--- src/rtl/bcd_seq_converter_pkg.sv ---
// ----------------------------------------------------------------------------
// bcd_pkg
// Shared definitions for the sequential binary-to-BCD converter.
//   - FSM state encoding (IDLE / SHIFT / DONE)
//   - BCD field widths and the double-dabble add-3 constants
// Optional build macro honoured by the converter: SIGNED_EN
// ----------------------------------------------------------------------------
package bcd_pkg;

    localparam int DIGIT_W    = 4;   // one BCD digit
    localparam int HUND_W     = 2;   // hundreds digit only reaches 0..2
    localparam int BCD_W      = 10;  // {hundreds, tens, ones}
    localparam int ADJ_THRESH = 5;   // digits at or above this get corrected
    localparam int ADJ_ADD    = 3;   // correction added before the shift
    localparam int CNT_W      = 4;   // bit counter, holds DATA_W up to 8

    typedef enum logic [1:0] {
        ST_IDLE  = 2'd0,
        ST_SHIFT = 2'd1,
        ST_DONE  = 2'd2
    } bcd_state_e;

endpackage

--- src/rtl/bcd_seq_converter_digit_adj.sv ---
// ----------------------------------------------------------------------------
// bcd_digit_adj
// Combinational double-dabble correction cell: a digit of 5 or more gets +3
// so that the following left shift carries correctly into the next decade.
// Ports:
//   digit_in  [3:0] : BCD digit before correction
//   digit_out [3:0] : corrected digit (unchanged when below 5)
// ----------------------------------------------------------------------------
module bcd_digit_adj
    import bcd_pkg::*;
(
    input  logic [DIGIT_W-1:0] digit_in,
    output logic [DIGIT_W-1:0] digit_out
);

    // Digits only ever hold 0..9 before correction, so +3 cannot overflow.
    assign digit_out = (digit_in >= DIGIT_W'(ADJ_THRESH))
                     ? digit_in + DIGIT_W'(ADJ_ADD)
                     : digit_in;

endmodule

--- src/rtl/bcd_seq_converter.sv ---
// ----------------------------------------------------------------------------
// bcd_seq_converter
// Iterative binary-to-BCD converter (shift-and-add-3), one input bit per clock.
// Optional build macro: SIGNED_EN (treat in_data as two's complement and
// report the sign on out_neg; otherwise out_neg is tied low).
// Parameters:
//   DATA_W       : input width, legal 2..8
// Ports:
//   clk          : clock, rising edge
//   rst_n        : asynchronous active-low reset
//   in_valid     : in_data holds a value to convert
//   in_ready     : converter idle and able to accept
//   in_data      : value to convert
//   out_valid    : result registers hold a fresh result
//   out_ready    : consumer takes the result
//   out_ones     : BCD ones digit
//   out_tens     : BCD tens digit
//   out_hundreds : BCD hundreds digit (0..2)
//   out_neg      : result is negative (SIGNED_EN builds only)
// ----------------------------------------------------------------------------
module bcd_seq_converter
    import bcd_pkg::*;
#(
    parameter int DATA_W = 8
) (
    input  logic                 clk,
    input  logic                 rst_n,
    input  logic                 in_valid,
    output logic                 in_ready,
    input  logic [DATA_W-1:0]    in_data,
    output logic                 out_valid,
    input  logic                 out_ready,
    output logic [DIGIT_W-1:0]   out_ones,
    output logic [DIGIT_W-1:0]   out_tens,
    output logic [HUND_W-1:0]    out_hundreds,
    output logic                 out_neg
);

    // Widths outside 2..8 either break the shift slicing or overflow 255.
    generate
        if ((DATA_W < 2) || (DATA_W > 8)) begin : g_bad_width
            $error("bcd_seq_converter: DATA_W must be in 2..8");
        end
    endgenerate

    localparam logic [1:0] S_IDLE  = 2'(ST_IDLE);
    localparam logic [1:0] S_SHIFT = 2'(ST_SHIFT);
    localparam logic [1:0] S_DONE  = 2'(ST_DONE);

    // ------------------------------------------------------------------
    // State and datapath registers
    // ------------------------------------------------------------------
    logic [1:0]          state_reg;
    logic [DATA_W-1:0]   mag_reg;
    logic [BCD_W-1:0]    scratch_reg;
    logic [CNT_W-1:0]    cnt_reg;
    logic [DIGIT_W-1:0]  ones_reg;
    logic [DIGIT_W-1:0]  tens_reg;
    logic [HUND_W-1:0]   hund_reg;

    // ------------------------------------------------------------------
    // Input magnitude / sign extraction
    // ------------------------------------------------------------------
    logic [DATA_W-1:0]   mag_in;

`ifdef SIGNED_EN
    logic                sign_in;
    logic                sign_reg;
    logic                neg_reg;

    // Negating the most negative value wraps back to itself, which read as
    // unsigned is exactly its magnitude (e.g. 8'h80 -> 128).
    assign sign_in = in_data[DATA_W-1];
    assign mag_in  = sign_in ? (~in_data + DATA_W'(1)) : in_data;
`else
    assign mag_in  = in_data;
`endif

    // ------------------------------------------------------------------
    // Add-3 correction on each scratch digit
    // ------------------------------------------------------------------
    logic [DIGIT_W-1:0]  adj_in  [3];
    logic [DIGIT_W-1:0]  adj_out [3];

    assign adj_in[0] = scratch_reg[3:0];
    assign adj_in[1] = scratch_reg[7:4];
    // Hundreds never exceeds 2 so its cell never fires; it is zero-extended
    // to reuse the same 4-bit cell.
    assign adj_in[2] = {{(DIGIT_W-HUND_W){1'b0}}, scratch_reg[9:8]};

    generate
        for (genvar gi = 0; gi < 3; gi++) begin : g_adj
            bcd_digit_adj u_adj (
                .digit_in  (adj_in[gi]),
                .digit_out (adj_out[gi])
            );
        end
    endgenerate

    logic [BCD_W-1:0]    adj_scratch;
    logic [BCD_W-1:0]    shift_scratch;
    logic [DATA_W-1:0]   shift_mag;

    assign adj_scratch   = {adj_out[2][HUND_W-1:0], adj_out[1], adj_out[0]};
    // {scratch, magnitude} shifted left by one: the magnitude MSB enters
    // the ones digit; the scratch MSB leaving is always zero.
    assign shift_scratch = {adj_scratch[BCD_W-2:0], mag_reg[DATA_W-1]};
    assign shift_mag     = {mag_reg[DATA_W-2:0], 1'b0};

    // Bits that are provably zero for legal widths.
    logic unused_bits;
    assign unused_bits = ^{adj_out[2][DIGIT_W-1:HUND_W], adj_scratch[BCD_W-1]};

    logic last_shift;
    assign last_shift = (cnt_reg == CNT_W'(1));

    // ------------------------------------------------------------------
    // FSM
    // ------------------------------------------------------------------
    always_ff @(posedge clk or negedge rst_n) begin
        if (!rst_n) begin
            state_reg <= S_IDLE;
        end else begin
            case (state_reg)
                S_IDLE:  if (in_valid)   state_reg <= S_SHIFT;
                S_SHIFT: if (last_shift) state_reg <= S_DONE;
                S_DONE:  if (out_ready)  state_reg <= S_IDLE;
                default:                 state_reg <= S_IDLE;
            endcase
        end
    end

    // ------------------------------------------------------------------
    // Shift datapath and bit counter
    // ------------------------------------------------------------------
    always_ff @(posedge clk or negedge rst_n) begin
        if (!rst_n) begin
            mag_reg     <= '0;
            scratch_reg <= '0;
            cnt_reg     <= '0;
        end else if ((state_reg == S_IDLE) && in_valid) begin
            mag_reg     <= mag_in;
            scratch_reg <= '0;
            cnt_reg     <= CNT_W'(DATA_W);
        end else if (state_reg == S_SHIFT) begin
            mag_reg     <= shift_mag;
            scratch_reg <= shift_scratch;
            cnt_reg     <= cnt_reg - CNT_W'(1);
        end
    end

    // ------------------------------------------------------------------
    // Result registers: loaded only on the final shift so the scratch
    // never shows through, and held until the next result.
    // ------------------------------------------------------------------
    always_ff @(posedge clk or negedge rst_n) begin
        if (!rst_n) begin
            ones_reg <= '0;
            tens_reg <= '0;
            hund_reg <= '0;
        end else if ((state_reg == S_SHIFT) && last_shift) begin
            ones_reg <= shift_scratch[3:0];
            tens_reg <= shift_scratch[7:4];
            hund_reg <= shift_scratch[9:8];
        end
    end

`ifdef SIGNED_EN
    always_ff @(posedge clk or negedge rst_n) begin
        if (!rst_n) begin
            sign_reg <= 1'b0;
            neg_reg  <= 1'b0;
        end else begin
            if ((state_reg == S_IDLE) && in_valid) begin
                sign_reg <= sign_in;
            end
            if ((state_reg == S_SHIFT) && last_shift) begin
                neg_reg <= sign_reg;
            end
        end
    end

    assign out_neg = neg_reg;
`else
    assign out_neg = 1'b0;
`endif

    // ------------------------------------------------------------------
    // Outputs: straight from registers, handshakes decoded from state only
    // ------------------------------------------------------------------
    assign in_ready     = (state_reg == S_IDLE);
    assign out_valid    = (state_reg == S_DONE);
    assign out_ones     = ones_reg;
    assign out_tens     = tens_reg;
    assign out_hundreds = hund_reg;

endmodule
--- config.mk ---
export PLATFORM = sky130hd
export DESIGN_NAME = bcd_seq_converter
export DESIGN_NICKNAME = d
export VERILOG_FILES = /design/src/rtl/bcd_seq_converter_pkg.sv /design/src/rtl/bcd_seq_converter_digit_adj.sv /design/src/rtl/bcd_seq_converter.sv
export SDC_FILE = /design/constraint.sdc
export NUM_CORES = 1
export LEC_CHECK = 0
export CORE_AREA = 2 2 58 60
export DETAILED_ROUTE_END_ITERATION = 6
export DIE_AREA = 0 0 60 62
export PLACE_DENSITY_LB_ADDON = 0.15
export SYNTH_ARGS = -nofsm -noshare
export SYNTH_HDL_FRONTEND = slang
export SYNTH_SLANG_ARGS = --single-unit
--- constraint.sdc ---
create_clock -name clk -period 3.3 [get_ports clk]
set_clock_uncertainty 0.1 [all_clocks]
set_input_delay 0.66 -clock clk [delete_from_list [all_inputs] [get_ports clk]]
set_output_delay 0.66 -clock clk [all_outputs]
set_load 0.02 [all_outputs]
==> results.sh, run 1 <==
export IMPL_status="complete, no violations"
export IMPL_grt_pass1_vias=1087
export IMPL_yosys_area_share_simple_pct=12.9
export IMPL_nets=194
export IMPL_cts_buffers=5
export IMPL_die_h_microns=62
export IMPL_rsz0062_at_grt="false"
export IMPL_synth_area_mux_share_pct=9.24
export IMPL_grt_overflow_total=0
export IMPL_synth_compound_area_share_pct=16.8
export IMPL_placed_cell_area_sq_um=1900
export IMPL_layout_common_cells="33 x dfrtp_1, 23 x clkdlybuf4s50_1, 20 x o21ai_0"
export IMPL_post_drt_wl_per_cell_microns=13.4
export IMPL_worstHoldStart="out_tens[0]"
export IMPL_num_vias=1165
export IMPL_yosys_area_share_adder_pct=4.62
export IMPL_yosys_area_top_type_share_pct=50.8
export IMPL_ir_drop_uv=467
export IMPL_synth_area_sq_um=1620
export IMPL_cts_sinks=33
export IMPL_required_ns=2.54
export IMPL_syn_area_per_cell_sq_um=10.9
export IMPL_area_growth_pct=22.2
export IMPL_cts_tree="yes"
export IMPL_post_cts_buffers=0
export IMPL_grt_max_degree=34
export IMPL_grt_pass1_wl_microns=4840
export IMPL_nFillCells=277
export IMPL_cp_arrival_ns=1.80
export IMPL_cp_num_buf_inv=2
export IMPL_cts_resized_gates=0
export IMPL_setup_viol=0
export IMPL_drt_iter0_markers=42
export IMPL_synth_top_area_cell="dfrtp_1"
export IMPL_yosysSeqAreaShare_pct=50.8
export IMPL_synth_top_family_by_area="compound AO/OA/AOI/OAI gates"
export IMPL_finalHoldViolations=0
export IMPL_route_detailed_drc=0
export IMPL_ant_nets=0
export IMPL_rr_startpoint="state_reg[0]"
export IMPL_yosysWarnings=0
export IMPL_cp_top_family="buffers and inverters"
export IMPL_finalSetupTns_ns=0
export IMPL_port_buffer_count=23
export IMPL_slew_headroom_pct=63.6
export IMPL_drv_cap=0
export IMPL_root_buffer="clkbuf_4"
export IMPL_cp_start_kind="flop"
export IMPL_cts_buffer_depth=2
export IMPL_power_density_nw_per_um2=989
export IMPL_fp_dieW_microns=60
export IMPL_maxSlewViolCount=0
export IMPL_synth_xor_area_share_pct=1.08
export IMPL_grt_usage_pct=18.1
export IMPL_max_stage_delay_ns=0.61
export IMPL_hp_class="flop to flop"
export IMPL_core_sq_um=3180
export IMPL_dp_hpwl_microns=2140
export IMPL_instances_no_fill=223
export IMPL_start_util_pct=51.1
export IMPL_finalCritPeriodShare_pct=77.5
export IMPL_crit_fanout=11
export IMPL_holdBufCountCts=0
export IMPL_diodes=0
export IMPL_p_leak_uw=0.000917
export IMPL_drt_wl_total_microns=3000
export IMPL_crit_slowest_cell="clkdlybuf4s50_1"
export IMPL_place_congestion=0.741
export IMPL_layout_commonest_cell="dfrtp_1"
export IMPL_synth_seq_cells=33
export IMPL_clk_latency_ns=0.34
export IMPL_end_kind="output port"
export IMPL_worstPathCellList="buf_4 -> nor2_1 -> clkdlybuf4s50_1"
export IMPL_max_slew_worst_pin_slew_ns=0.545
export IMPL_yosys_top_cells_area="dfrtp_1 51%, o21ai_0 6.2%, ha_1 4.6%, mux2_4 4.6%, a22o_1 4.3%"
export IMPL_worst_setup_path_type="flop to output port"
export IMPL_drive_gt1_share_pct=14.1
export IMPL_dp_cells=215
export IMPL_fin_crit_ns=2.56
export IMPL_largest_register_ffs=9
export IMPL_firstDrtPassIters=6
export IMPL_fmax_ghz=0.391
export IMPL_synth_cells=149
export IMPL_synth_fp_nets=167
export IMPL_die_area_sq_um=3720
export IMPL_grt_antenna_before_repair=0
export IMPL_viasPerCell=5.22
export IMPL_rows=21
export IMPL_design_area_sq_um=1980
export IMPL_fin_hold_ws_ns=0.390
export IMPL_synth_cell_types=30
export IMPL_ioPinCount=25
export IMPL_htree_levels=2
export IMPL_cp_startpoint="state_reg[1]"
export IMPL_clkTransAtPathRegs_ns=0.11
-- cell usage after synthesis --
| library cell | count |
|---|---|
| o21ai_0 | 20 |
| nand2_2 | 1 |
| a22oi_1 | 4 |
| buf_2 | 4 |
| nor3b_1 | 2 |
| nor3_1 | 1 |
| dfrtp_1 | 33 |
| a21oi_1 | 7 |
| and3b_1 | 3 |
| nor3b_2 | 1 |
| o22ai_1 | 2 |
| nor2b_1 | 3 |
| buf_6 | 1 |
| nor2_1 | 2 |
| inv_1 | 7 |
| nand3b_1 | 1 |
| clkbuf_1 | 1 |
| mux2_2 | 4 |
| conb_1 | 1 |
| xnor2_1 | 2 |
| nand2b_1 | 6 |
| a22o_1 | 8 |
| nand2_1 | 16 |
| nor2b_4 | 1 |
| ha_1 | 6 |
| mux2_4 | 5 |
| mux2i_1 | 3 |
| o21bai_1 | 1 |
| a21oi_2 | 2 |
| buf_4 | 1 |
-- layout make-up --
cell class,count,area (sq um),area share [%]
clock inverters,1,30.0,1.51
clock buffers,7,55.1,2.77
inverters,7,26.3,1.32
well taps,46,57.6,2.90
flip-flops and latches,33,826,41.6
repair buffers,27,260,13.1
multi-input cells,102,729,36.8
-- metal layers --
layer  GRT usage [%]  vias up  part of all wire, %
met5               0        -                    0
met4            6.98        0                  1.0
met3            6.21        5                  4.3
met2            29.3       26                   49
met1            22.6      563                   46
li1                -      571                    -
-- path summary, 6_finish.rpt --
path                                  end  cells after the start  slack [ns]
hold reg to reg               out_tens[0]                      2        0.39
setup / recovery                 in_ready                      3        0.74
max in group asynchronous  scratch_reg[4]                      2        2.19
hold / removal                out_tens[0]                      2        0.39
min in group asynchronous     out_ones[2]                      2        0.61
setup reg to reg               cnt_reg[3]                      5        1.38
-- through the flow --
step	power (uW)	utilization, %	setup slack (ns)
detailed placement	1650	59.7	0.937
global placement	1620	59.7	0.999
floorplan	1370	-	1.55
global route	2110	62.4	0.653
CTS	1970	62.4	0.724
finish	1960	62.4	0.742
-- logic make-up after synthesis --
family | Yosys count
adder cells (fa/ha/maj) | 6
buffers and inverters | 14
other | 1
AO/OA/AOI/OAI | 44
AND/OR/NAND/NOR | 37
flip-flops | 33
XOR/XNOR | 2
multiplexers | 12
-- tightest hold or removal path, delay by kind of cell, from the launching register on --
kind	cells	cell delay, ns
and+or+nand+nor	1	0.05
AOI/OAI and AO/OA	1	0.06
DFF	1	0.36
-- where the power goes --
part	switching, uW	internal [uW]
registers	158	580
clock network	136	181
logic	444	462
total	739	1220
Note: power is estimated with default switching activity, not from simulation.
==> run 2, diff against run 1 <==
CORE_AREA = 2 2 62 64   (was 2 2 58 60)
DIE_AREA = 0 0 64 66   (was 0 0 60 62)
clock period = 2.2 ns   (was 3.3 ns; I/O delays follow)
==> results.sh, run 2 (synthesis results as in run 1) <==
export IMPL_worst_slack_ns=0.115
export IMPL_fmax_ghz=0.480
export IMPL_r2r_end="out_tens[3]"
export IMPL_cp_startpoint="state_reg[1]"
export IMPL_end_kind="output port"
export IMPL_cp_arrival_ns=1.55
export IMPL_clkTransAtPathRegs_ns=0.10
export IMPL_post_drt_wl_per_cell_microns=13.1
export IMPL_firstDrtPassIters=4
export IMPL_ant_nets=0
export IMPL_p_sw_share_pct=38.5
export IMPL_fp_dieW_microns=64
export IMPL_worst_setup_path_type="flop to output port"
export IMPL_finalCritPeriodShare_pct=94.8
export IMPL_nets=194
export IMPL_cp_start_kind="flop"
export IMPL_cts_buffers=5
export IMPL_diodes=0
export IMPL_finalSetupTns_ns=0
export IMPL_crit_fanout=13
export IMPL_utilization_pct=55.1
export IMPL_die_h_microns=66
export IMPL_grt_pass1_wl_microns=5150
export IMPL_setup_viol=0
export IMPL_route_detailed_drc=0
export IMPL_p_leak_uw=0.000902
export IMPL_post_cts_buffers=0
export IMPL_grt_usage_pct=15.9
export IMPL_rsz0062_at_grt="false"
export IMPL_rr_startpoint="state_reg[0]"
export IMPL_drt_wl_total_microns=2930
export IMPL_cts_sinks=33
export IMPL_layout_commonest_cell="dfrtp_1"
export IMPL_crit_end="out_valid"
export IMPL_root_buffer="clkbuf_4"
export IMPL_cts_buffer_depth=2
export IMPL_crit_slowest_cell="clkdlybuf4s50_1"
export IMPL_pre_cts_ws_ns=0.359
export IMPL_ff2ff_path_depth=4
export IMPL_layout_common_cells="32 x dfrtp_1, 23 x clkdlybuf4s50_1, 20 x o21ai_0"
export IMPL_p_switching_uw=1070
export IMPL_p_int_uw=1720
export IMPL_htree_levels=2
export IMPL_finalHoldViolations=0
export IMPL_worstPathCellList="nand2b_1 -> inv_1 -> clkdlybuf4s50_1"
export IMPL_largest_register_ffs=9
export IMPL_area_growth_pct=20.6
export IMPL_ioPinCount=25
export IMPL_fin_crit_ns=2.09
export IMPL_cts_resized_gates=1
export IMPL_hp_class="primary input to asynchronous set/reset pin"
export IMPL_clock_power_share_pct=12.1
export IMPL_drt_iter0_markers=31
export IMPL_place_congestion=0.788
export IMPL_drv_cap=0
export IMPL_ir_drop_uv=498
export IMPL_rows=22
export IMPL_core_sq_um=3550
export IMPL_num_vias=1179
export IMPL_start_util_pct=45.7
export IMPL_grt_overflow_total=0
export IMPL_fin_hold_ws_ns=0.180
export IMPL_die_area_sq_um=4220
export IMPL_grt_max_degree=32
export IMPL_seqPwrFrac_pct=38.8
export IMPL_max_stage_delay_ns=0.59
export IMPL_grt_pass1_vias=1141
export IMPL_rrSetupSlack_ns=0.50
export IMPL_maxSlewViolCount=0
export IMPL_viasPerCell=5.26
export IMPL_dp_hpwl_microns=2070
export IMPL_clk_latency_ns=0.32
export IMPL_port_buffer_count=23
export IMPL_required_ns=1.66
export IMPL_holdBufCountCts=0
export IMPL_power_frac_comb_pct=49.1
export IMPL_power_density_nw_per_um2=1420
export IMPL_status="complete, no violations"
export IMPL_cts_tree="yes"
export IMPL_drive_gt1_share_pct=14.2
export IMPL_grt_antenna_before_repair=0
==> run 2: worst min path at each step <==
stage,startpoint,endpoint
floorplan,rst_n,cnt_reg[0]
global placement,out_hundreds[0],out_hundreds[0]
detailed placement,mag_reg[1],mag_reg[1]
CTS,rst_n,out_ones[3]
global route,rst_n,out_ones[2]
finish,rst_n,out_ones[3]
==> run 2: power by group through the flow <==
stage / logic [uW] / registers [uW] / clock network, uW
after floorplan: 900 / 1150 / 0
after global placement: 1350 / 1080 / 0
after detailed placement: 1380 / 1090 / 0
after CTS: 1390 / 1080 / 351
after global routing: 1530 / 1120 / 387
final: 1370 / 1080 / 337
==> run 2: cell type report <==
class                      count  area, sq um
timing repair buffer          27          260
tap                           48         60.1
sequential                    33          827
clock buffer                   7         55.1
fill                         308         1590
multi-input combinational    102          729
inverter                       7         26.3
==> run 2: worst max-delay path: cells and delay by family, from the launching register on <==
| family | cells | cell delay [ns] |
|---|---|---|
| buf+inv | 2 | 0.65 |
| flops | 1 | 0.49 |
| simple gates | 1 | 0.09 |
==> run 2: layer usage <==
metal  part of all wire [%]  vias to the layer above  global-route usage (%)
li1                       -                      574                       -
met1                     46                      581                    19.2
met2                     49                       19                    27.0
met3                    3.6                        5                    4.09
met4                    1.4                        0                    6.52
met5                      0                        -                       0
==> run 2: metrics by stage <==
stage               instance area, sq um  std cells  power (uW)
finish                              1960        224        2790
global route                        1960        224        3040
CTS                                 1960        224        2830
floorplan                           1620        149        2050
detailed placement                  1900        217        2470
global placement                    1900        217        2430
